==> src/rtl/cevero_ftm_pkg.sv <==
// Shared types and constants for the N-modular lockstep fault-tolerance manager.
// Tuple fields are 32 bits wide; narrower DATA_W/ADDR_W values are zero-extended into them.
package cevero_ftm_pkg;

  typedef enum logic [2:0] {
    RUN,
    REQ,
    RECOVERING,
    RESET,
    FATAL
  } ftm_state_e;

  localparam int REG_WORDS  = 32;
  localparam int PC_WORD    = 32;
  localparam int TUPLE_XLEN = 32;

  typedef struct packed {
    logic                  valid;
    logic                  we;
    logic [4:0]            waddr;
    logic [TUPLE_XLEN-1:0] wdata;
    logic [TUPLE_XLEN-1:0] pc;
  } ftm_tuple_t;

endpackage

==> src/rtl/cevero_ftm_voter.sv <==
// Combinational compare of per-core tuples: DMR equality or TMR majority vote.
// Identifies the single outvoted core when exactly one of three disagrees.
module cevero_ftm_voter
  import cevero_ftm_pkg::*;
#(
  parameter int NUM_CORES = 2
) (
  input  ftm_tuple_t [NUM_CORES-1:0] tuples_i,
  output logic                       agree_o,
  output logic                       single_fault_o,
  output logic       [NUM_CORES-1:0] faulty_o,
  output ftm_tuple_t                 voted_o
);

  if (NUM_CORES == 3) begin : g_tmr
    logic eq01, eq02, eq12;

    assign eq01 = (tuples_i[0] == tuples_i[1]);
    assign eq02 = (tuples_i[0] == tuples_i[2]);
    assign eq12 = (tuples_i[1] == tuples_i[2]);

    always_comb begin
      agree_o        = eq01 & eq02;
      single_fault_o = 1'b0;
      faulty_o       = '0;
      voted_o        = tuples_i[0];
      if (!agree_o) begin
        if (eq01) begin
          single_fault_o = 1'b1;
          faulty_o[2]    = 1'b1;
        end else if (eq02) begin
          single_fault_o = 1'b1;
          faulty_o[1]    = 1'b1;
        end else if (eq12) begin
          single_fault_o = 1'b1;
          faulty_o[0]    = 1'b1;
          voted_o        = tuples_i[1];
        end
      end
    end
  end else begin : g_dmr
    // Two cores can only detect a disagreement, never attribute it.
    assign agree_o        = (tuples_i[0] == tuples_i[1]);
    assign single_fault_o = 1'b0;
    assign faulty_o       = '0;
    assign voted_o        = tuples_i[0];
  end

endmodule

==> src/rtl/cevero_nmr_ftm.sv <==
// Fault-tolerance manager for lockstep cores: commits agreed writes to a shadow
// regfile, sequences rollback recovery and escalates repeated failures to FATAL.
module cevero_nmr_ftm
  import cevero_ftm_pkg::*;
#(
  parameter int NUM_CORES    = 2,
  parameter int DATA_W       = 32,
  parameter int ADDR_W       = 32,
  parameter int RESET_CYCLES = 4,
  parameter int RETRY_WINDOW = 64,
  parameter int MAX_RETRIES  = 3
) (
  input  logic                             clk_i,
  input  logic                             rst_i,
  input  logic                             enable_i,
  input  logic [NUM_CORES-1:0]             we_i,
  input  logic [NUM_CORES*5-1:0]           waddr_i,
  input  logic [NUM_CORES*DATA_W-1:0]      wdata_i,
  input  logic [NUM_CORES*ADDR_W-1:0]      pc_i,
  input  logic [NUM_CORES-1:0]             valid_i,
  input  logic                             done_i,
  input  logic                             data_req_i,
  input  logic                             data_we_i,
  input  logic [3:0]                       data_be_i,
  input  logic [31:0]                      data_addr_i,
  output logic                             data_gnt_o,
  output logic                             data_rvalid_o,
  output logic [31:0]                      data_rdata_o,
  output logic                             data_err_o,
  output logic                             recover_o,
  output logic                             reset_o,
  output logic                             recovering_o,
  output logic                             error_o,
  output logic                             correctable_o,
  output logic [NUM_CORES-1:0]             faulty_core_o,
  output logic [$clog2(MAX_RETRIES+1)-1:0] retry_cnt_o
);

  localparam int RW = $clog2(MAX_RETRIES + 1);
  localparam int WW = $clog2(RETRY_WINDOW + 1);
  localparam int CW = (RESET_CYCLES > 1) ? $clog2(RESET_CYCLES) : 1;

  ftm_state_e                 state_q, state_d;
  ftm_tuple_t [NUM_CORES-1:0] tuples;
  ftm_tuple_t                 voted;
  logic                       agree, single_fault;
  logic       [NUM_CORES-1:0] faulty;
  logic                       cmp_en, mismatch, commit;

  logic [DATA_W-1:0]    shadow_q [REG_WORDS];
  logic [ADDR_W-1:0]    ckpt_pc_q;
  logic [RW-1:0]        retry_q, retry_d, retry_inc;
  logic [WW-1:0]        win_q, win_d;
  logic [CW-1:0]        rst_cnt_q;
  logic                 correctable_q;
  logic [NUM_CORES-1:0] faulty_q;

  logic [5:0]  word;
  logic [31:0] rd_data;
  logic        rd_err;
  logic        rvalid_q, rerr_q;
  logic [31:0] rdata_q;
  logic        unused_ok;

  // Unused fields are zeroed so stale addresses/data never cause false mismatches.
  for (genvar gi = 0; gi < NUM_CORES; gi++) begin : g_tuple
    assign tuples[gi] = '{
      valid: valid_i[gi],
      we:    we_i[gi],
      waddr: we_i[gi] ? waddr_i[5*gi +: 5] : 5'd0,
      wdata: we_i[gi] ? TUPLE_XLEN'(wdata_i[DATA_W*gi +: DATA_W]) : '0,
      pc:    valid_i[gi] ? TUPLE_XLEN'(pc_i[ADDR_W*gi +: ADDR_W]) : '0
    };
  end

  cevero_ftm_voter #(
    .NUM_CORES(NUM_CORES)
  ) u_voter (
    .tuples_i      (tuples),
    .agree_o       (agree),
    .single_fault_o(single_fault),
    .faulty_o      (faulty),
    .voted_o       (voted)
  );

  assign cmp_en    = (state_q == RUN) && enable_i;
  assign mismatch  = cmp_en && !agree;
  assign commit    = cmp_en && (agree || single_fault);
  assign retry_inc = (retry_q == RW'(MAX_RETRIES)) ? retry_q : retry_q + 1'b1;

  always_ff @(posedge clk_i or posedge rst_i) begin
    if (rst_i) begin
      state_q <= RUN;
    end else begin
      state_q <= state_d;
    end
  end

  always_comb begin
    state_d = state_q;
    unique case (state_q)
      RUN: begin
        if (mismatch) begin
          state_d = (win_q != '0 && retry_inc == RW'(MAX_RETRIES)) ? FATAL : REQ;
        end
      end
      REQ:        state_d = RECOVERING;
      RECOVERING: if (done_i) state_d = RESET;
      RESET:      if (rst_cnt_q == CW'(RESET_CYCLES - 1)) state_d = RUN;
      FATAL:      state_d = FATAL;
      default:    state_d = RUN;
    endcase
  end

  always_comb begin
    recover_o    = 1'b0;
    recovering_o = 1'b0;
    reset_o      = 1'b0;
    error_o      = 1'b0;
    unique case (state_q)
      REQ:        recover_o    = 1'b1;
      RECOVERING: recovering_o = 1'b1;
      RESET:      reset_o      = 1'b1;
      FATAL:      error_o      = 1'b1;
      default:    ;
    endcase
  end

  // A mismatch freezes the window; it is reloaded when the core leaves reset.
  always_comb begin
    retry_d = retry_q;
    win_d   = win_q;
    if (state_q == RUN) begin
      if (mismatch) begin
        if (win_q != '0) retry_d = retry_inc;
      end else if (win_q != '0) begin
        win_d = win_q - 1'b1;
        if (win_q == WW'(1)) retry_d = '0;
      end
    end else if (state_q == RESET && state_d == RUN) begin
      win_d = WW'(RETRY_WINDOW);
    end
  end

  always_ff @(posedge clk_i or posedge rst_i) begin
    if (rst_i) begin
      retry_q       <= '0;
      win_q         <= '0;
      rst_cnt_q     <= '0;
      correctable_q <= 1'b0;
      faulty_q      <= '0;
    end else begin
      retry_q       <= retry_d;
      win_q         <= win_d;
      rst_cnt_q     <= (state_q == RESET) ? rst_cnt_q + 1'b1 : '0;
      correctable_q <= cmp_en && single_fault;
      if (cmp_en && single_fault) faulty_q <= faulty;
    end
  end

  always_ff @(posedge clk_i or posedge rst_i) begin
    if (rst_i) begin
      for (int i = 0; i < REG_WORDS; i++) shadow_q[i] <= '0;
      ckpt_pc_q <= '0;
    end else if (commit) begin
      if (voted.we && voted.waddr != 5'd0) shadow_q[voted.waddr] <= voted.wdata[DATA_W-1:0];
      if (voted.valid) ckpt_pc_q <= voted.pc[ADDR_W-1:0];
    end
  end

  assign data_gnt_o = data_req_i & recovering_o;
  assign word       = data_addr_i[7:2];

  always_comb begin
    rd_err  = data_we_i;
    rd_data = '0;
    if (!data_we_i) begin
      if (word < 6'(REG_WORDS)) begin
        rd_data = 32'(shadow_q[word[4:0]]);
      end else if (word == 6'(PC_WORD)) begin
        rd_data = 32'(ckpt_pc_q);
      end else begin
        rd_err = 1'b1;
      end
    end
  end

  always_ff @(posedge clk_i or posedge rst_i) begin
    if (rst_i) begin
      rvalid_q <= 1'b0;
      rerr_q   <= 1'b0;
      rdata_q  <= '0;
    end else begin
      rvalid_q <= data_gnt_o;
      rerr_q   <= data_gnt_o & rd_err;
      rdata_q  <= data_gnt_o ? rd_data : '0;
    end
  end

  assign data_rvalid_o = rvalid_q;
  assign data_err_o    = rerr_q;
  assign data_rdata_o  = rdata_q;
  assign correctable_o = correctable_q;
  assign faulty_core_o = faulty_q;
  assign retry_cnt_o   = retry_q;
  assign unused_ok     = ^{data_be_i, data_addr_i[31:8], data_addr_i[1:0]};

endmodule

==> config.mk <==
export PLATFORM = sky130hd
export DESIGN_NAME = cevero_nmr_ftm
export DESIGN_NICKNAME = d
export VERILOG_FILES = /design/src/rtl/cevero_ftm_pkg.sv /design/src/rtl/cevero_ftm_voter.sv /design/src/rtl/cevero_nmr_ftm.sv
export SDC_FILE = /design/constraint.sdc
export NUM_CORES = 2
export LEC_CHECK = 0
export ABC_CLOCK_PERIOD_IN_PS = 38300
export CAP_MARGIN = 20
export CORE_MARGIN = 1
export CORE_UTILIZATION = 55
export CTS_BUF_LIST = sky130_fd_sc_hd__clkbuf_16
export CTS_CLUSTER_SIZE = 40
export DETAILED_ROUTE_END_ITERATION = 8
export PLACE_DENSITY = 0.78
export SLEW_MARGIN = 15
export SYNTH_ARGS = -nofsm -noshare
export SYNTH_HDL_FRONTEND = slang
export SYNTH_SLANG_ARGS = --single-unit
==> constraint.sdc <==
create_clock -name clk_i -period 38.3 [get_ports clk_i]
set_clock_uncertainty 0.2 [all_clocks]
set_input_delay 3.83 -clock clk_i [delete_from_list [all_inputs] [get_ports clk_i]]
set_output_delay 3.83 -clock clk_i [all_outputs]
set_load 0.02 [all_outputs]
==> flow_summary.ini <==
[worst_setup_path]
timing.rr.end = shadow_q[466]
rr_worst_depth = 10
cp_slowest_cell = clkdlybuf4s50_1
end_kind = primary output
cp.arrival_ns = 5.06
worstSetupStartpointType = input port
worst-r2r-setup-slack_ns = 34.18
r2r-start = state_q[1]
cp_common_cell = clkdlybuf4s50_1
cp_max_fo = 3
startpoint = data_req_i
crit_end = data_gnt_o
crit_type = in2out
required_ns = 34.27
critical-path-max-stage-delay_ns = 0.60
crit_chain = clkdlybuf4s50_1 -> nand2_1 -> inv_1 -> clkdlybuf4s50_1

[run_status]
status = finished clean

[timing]
max_freq_mhz = 110
hold_slack_ns = 0.175
setup_viol = 0
min_period_ns = 9.09
setup_ws_ns = 29.21
worstMarginPinSlew_ns = 1.18
period_share = 0.237
rsz0062_at_grt = no
final-max-slew-violation-count = 0
slew_headroom = 0.208
finalSetupTns_ns = 0
finalHoldViolCount = 0

[global_route]
grt_max_degree = 187
grt_pass1_wl_um = 212000
antenna_found_initial = 7
grt-ovfl-total = 0
grt_pass1_vias = 35700
grtUsageTotal = 0.311

[finish]
num-fill-cells = 6723
fin_cells = 5624
finalNetCount = 4554
area_growth_pct = 11.7
drive_above_1_share = 0.153
multiInputGateArea_sq_um = 19400
seq_area_sq_um = 27600

[yosys]
synth_area_per_cell_sq_um = 11.1
syn_inst = 4424
seq_area_frac_synth = 0.563
synth_edf_count = 0
synth_cell_types = 70
ys_ff_latch = 1104
syn-cell-area_sq_um = 49100
synth_warnings = 0
async_flop_share = 1.00
synth_top_flop_cell = dfrtp_1

[clock_network]
cts.clk_slew.worst_paths_ns = 0.06
post_cts_buffers = 0
cts_buffers = 108
cts_tree = done
clock_latency_ns = 0.68
cts.sinks = 1104
htreeDepth = 3
ctsResizeCount = 0
ctsHoldBuffers = 0
root_buffer = clkbuf_16
cts_max_path_buffers = 3

[floorplan]
die_area_sq_um = 90400
rows = 109
die_width_um = 301
die_h_um = 301
initial_utilization = 0.555
design.core.area_sq_um = 88400
ios = 228

[detailed_routing]
drt_iter0_markers = 4018
vias_per_cell = 6.27
avgRoutedWirePerCell_um = 24.5
antenna_left = 0
vias = 35200
drcViolationCount = 0
drt_wl_total_um = 138000
dr.pass1.iters = 6

[pwr]
p_int_w = 0.00183
netSwitchingPower_w = 0.000571
switching_share = 0.238
pwr_density_cell_nw_per_um2 = 43.8
power_leakage_nw = 23.9
worst_ir_drop_vdd_mv = 0.0450
power_frac_comb = 0.065
power.share.clock = 0.444
finalPower_w = 0.00240
seqPwrFrac = 0.491

[hold_path]
hold_start = shadow_q[1011]
worstHoldPathType = reg2reg

[placed_design]
dp_cells = 5414
place_ws_ns = 28.57
portBuffers = 194
dpl.hpwl_um = 80400
gp_congestion = 0.881

[flow_run]
cap_violations = 0
==> flip-flops by register name (all words and copies together), names as in the netlist, 2 cells and up <==
name and count:
win_q 7, rst_cnt_q 2, ckpt_pc_q 32, data_rdata_o 32
shadow_q 1024, retry_cnt_o 2, state_q 3
==> worst min path at each step <==
stage | cells after the start | to | slack, ns
after detailed placement | 0 | shadow_q[998] | 0.16
after global routing | 0 | shadow_q[1020] | 0.18
after CTS | 0 | shadow_q[1022] | 0.18
after global placement | 0 | shadow_q[1009] | 0.16
final | 0 | shadow_q[1011] | 0.18
after floorplan | 1 | rst_cnt_q[0] | 0.21
==> metrics by stage <==
step	utilization	area, sq um
2_1_floorplan	-	49100
3_3_place_gp	0.579	51100
3_5_place_dp	0.579	51200
4_1_cts	0.619	54700
5_1_grt	0.620	54800
6_report	0.620	54800
==> layout make-up <==
type	instances	share of cell area
Sequential cell	1104	0.504
Multi-Input combinational cell	2840	0.355
Clock buffer	111	0.0507
Timing Repair Buffer	255	0.0462
Tap cell	1165	0.0266
Clock inverter	88	0.0136
Inverter	58	0.00415
Antenna cell	3	0.000137
==> layout by cell type (no fill, tap or decap), types with 6 or more instances in the layout <==
master              n
dfrtp_1          1104
nand2_1          1054
o21ai_0           784
mux4_2            314
clkdlybuf4s50_1   188
o21ai_1           174
clkbuf_16         111
nor2_1            100
inv_1              72
o21ai_2            63
nand2_2            52
a21oi_1            49
buf_4              49
mux2i_1            32
clkinv_1           25
clkinv_2           22
o22ai_1            20
mux2_1             16
nor2b_1            14
nor3_1             13
nor4_1             12
nand2b_1           12
bufinv_16          12
nand3_1            11
mux2_2              8
clkinvlp_4          8
xor2_1              7
nand4_1             6
buf_12              6
==> cell families after synthesis <==
logic type	synth area share
compound gates	0.127
xor+xnor	0.00214
fa+ha+maj	0.000765
buf+inv	0.0415
flops	0.563
mux	0.156
other cells	0.0000764
simple gates	0.110
==> Yosys cell counts, types with 5 or more instances <==
| cell | count | share of area |
|---|---|---|
| a22o_1 | 5 | 0.00089 |
| xnor2_1 | 5 | 0.00089 |
| nand4_1 | 6 | 0.00077 |
| nand2_1 | 1055 | 0.081 |
| dfrtp_1 | 1104 | 0.56 |
| nor4_1 | 12 | 0.0015 |
| buf_4 | 5 | 0.00077 |
| nand2_2 | 51 | 0.0065 |
| nand2b_1 | 12 | 0.0015 |
| mux2_2 | 8 | 0.0018 |
| buf_2 | 22 | 0.0022 |
| clkbuf_1 | 350 | 0.027 |
| a221o_1 | 5 | 0.0010 |
| mux2i_1 | 32 | 0.0065 |
| xor2_1 | 7 | 0.0012 |
| nor3_1 | 14 | 0.0014 |
| mux2_1 | 16 | 0.0037 |
| nor2b_1 | 14 | 0.0018 |
| o21ai_0 | 784 | 0.080 |
| buf_1 | 24 | 0.0018 |
| o22ai_1 | 20 | 0.0025 |
| nor2_1 | 100 | 0.0076 |
| a41oi_1 | 5 | 0.00089 |
| o21ai_2 | 63 | 0.011 |
| nand3_1 | 11 | 0.0011 |
| inv_1 | 57 | 0.0044 |
| buf_6 | 22 | 0.0050 |
| o21ai_1 | 174 | 0.018 |
| mux4_2 | 314 | 0.14 |
| a21oi_1 | 49 | 0.0050 |
==> critical path: cells and delay by family <==
kind	cells	cell delay, ns
AND/OR/NAND/NOR	1	0.07
buffers and inverters	3	1.16
==> per-layer routing <==
metal  part of all wire  routed length [um]  GRT usage
met1               0.39               54200      0.419
met5            0.00023                  32          0
met2               0.47               65100      0.494
met4              0.040                5510      0.124
met3              0.095               13100     0.0730
==> power groups by stage <==
| stage | logic, W | registers [W] | clock network, W |
|---|---|---|---|
| finish | 0.000157 | 0.00118 | 0.00106 |
| CTS | 0.000156 | 0.00118 | 0.00107 |
| detailed placement | 0.000156 | 0.00120 | 0 |
| global placement | 0.000154 | 0.00120 | 0 |
| floorplan | 0.0000938 | 0.00120 | 0 |
| global route | 0.000170 | 0.00118 | 0.00112 |
(Power assumes the default switching activity.)
==> RTL edit, RTL diff (same settings) <==
Change the parameter `RESET_CYCLES` from 4 to 2.
--- a/src/rtl/cevero_nmr_ftm.sv
+++ b/src/rtl/cevero_nmr_ftm.sv
@@ -7,5 +7,5 @@
   parameter int DATA_W       = 32,
   parameter int ADDR_W       = 32,
-  parameter int RESET_CYCLES = 4,
+  parameter int RESET_CYCLES = 2,
   parameter int RETRY_WINDOW = 64,
   parameter int MAX_RETRIES  = 3
Function: not settled (the Yosys comparison gave no result); the edit may change what the design does.
==> RTL edit against the unedited design <==
Routed wire length down 1.4%; synthesized cell count decreased by 0.79%; final cell count shrank 0.82%; register-to-register slack lost 0.47 ns; synthesized area unchanged; count of clock-buffer cells in the layout decreased by 5; combinational power up 5%; setup slack got worse by 0.072 ns; maximum frequency down 0.79%; sequential cell count decreased by 1; power decreased by 1.7%; final area is 0.12% higher.
==> RTL edit: results (changes against the unedited design) <==
| Metric | Value |
|---|---|
| First-pass GRT wire length | `211,000 um (was 212,300 um)` |
| Ratio of cells with drive above 1 in the final layout | `13.40% (was 15.31%)` |
| #FFs+latches synth | `1,103 (was 1,104)` |
| Buffering overhead | `4.625% (was 4.622%)` |
| Half-perimeter wire length after placement | `80,010 um (was 80,410 um)` |
| Starting DRT DRC Count | `3,650 (was 4,018)` |
| Placed inst area | `51,420 sq um (was 51,150 sq um)` |
| Post-synthesis sequential area ratio | `56.25% (was 56.30%)` |
| Worst Path Arrival | `9.52 ns (was 5.06 ns)` |
| Synth Area in Adders | `0.05100% (was 0.07650%)` |
| Top post-synthesis cells by area | `dfrtp_1, mux4_2, nand2_1, o21ai_0, o21ai_1 (was dfrtp_1, mux4_2, nand2_1, o21ai_0, clkbuf_1)` |
| Critical path's slowest cell | `nand2_1 (was clkdlybuf4s50_1)` |
| Top delay family on crit path | `simple AND/OR/NAND/NOR gates (was buffers and inverters)` |
| Initial antenna violation count | `5 (was 7)` |
| Vias in the first global route | `35,615 (was 35,650)` |
| Met3 WL | `12,750 um (was 13,080 um)` |
| Status | `finished clean (unchanged)` |
| Total track usage | `30.75% (was 31.15%)` |
| Nets | `4,510 (was 4,554)` |
| CLK BUF | `106 (was 111)` |
| PD cells | `43.01 nW/um^2 (was 43.79 nW/um^2)` |
| WL final | `136,000 um (was 137,900 um)` |
| Xor/xnor cell area share of the yosys netlist | `0.07140% (was 0.2142%)` |
| Met3 Use GR | `6.696% (was 7.302%)` |
| Unique cell type count in the Yosys netlist | `67 (was 70)` |
| Synth cell count leaders | `dfrtp_1, nand2_1, o21ai_0 (unchanged)` |
| Nonclk buf count | `261 (was 255)` |
## RTL edit: cell count changes after synthesis, sizes merged, moves of 7 or more
| cell | delta |
|---|---|
| nand2b | +7 |
| buf | -23 |
| nand2 | -105 |
| clkbuf | +33 |
| nand4 | +23 |
| o21ai | -60 |
| and2 | +33 |
| nor2b | +8 |
| nor2 | +8 |
| mux2 | +54 |
## RTL edit: cell families after synthesis
family,Yosys count
simple gates,1276
flops,1103
compound gates,1084
buf+inv,489
mux,430
xor+xnor,4
fa+ha+maj,2
other cells,1
## RTL edit: stage by stage
| stage | cells | power, W | hold slack [ns] | setup slack, ns |
|---|---|---|---|---|
| 6_report | 5578 | 0.002360 | 0.1742 | 29.14 |
| 5_1_grt | 5578 | 0.002426 | 0.1808 | 29.02 |
| 4_1_cts | 5571 | 0.002365 | 0.1764 | 29.19 |
| 3_5_place_dp | 5377 | 0.001362 | 0.1632 | 28.53 |
| 3_3_place_gp | 5377 | 0.001360 | 0.1604 | 28.59 |
| 2_1_floorplan | 4391 | 0.001299 | 0.2190 | 3.214 |
## RTL edit: path summary, 6_finish.rpt
check	from	to	slack, ns	depth (start not counted)
min reg2reg	shadow_q[1019]	shadow_q[1019]	0.17	0
max reg2reg	state_q[1]	shadow_q[983]	33.71	7
max in group asynchronous	rst_i	win_q[1]	30.42	6
max	wdata_i[25]	shadow_q[983]	29.14	11
min in group asynchronous	rst_i	data_rdata_o[11]	3.56	2
min	shadow_q[1019]	shadow_q[1019]	0.17	0
## RTL edit: power groups by stage
stage          Clock [W]  Sequential [W]  Combinational, W
6_report         0.00102         0.00118          0.000165
5_1_grt          0.00107         0.00118          0.000178
4_1_cts          0.00102         0.00118          0.000163
3_5_place_dp           0         0.00120          0.000163
3_3_place_gp           0         0.00120          0.000162
2_1_floorplan          0         0.00120         0.0000975
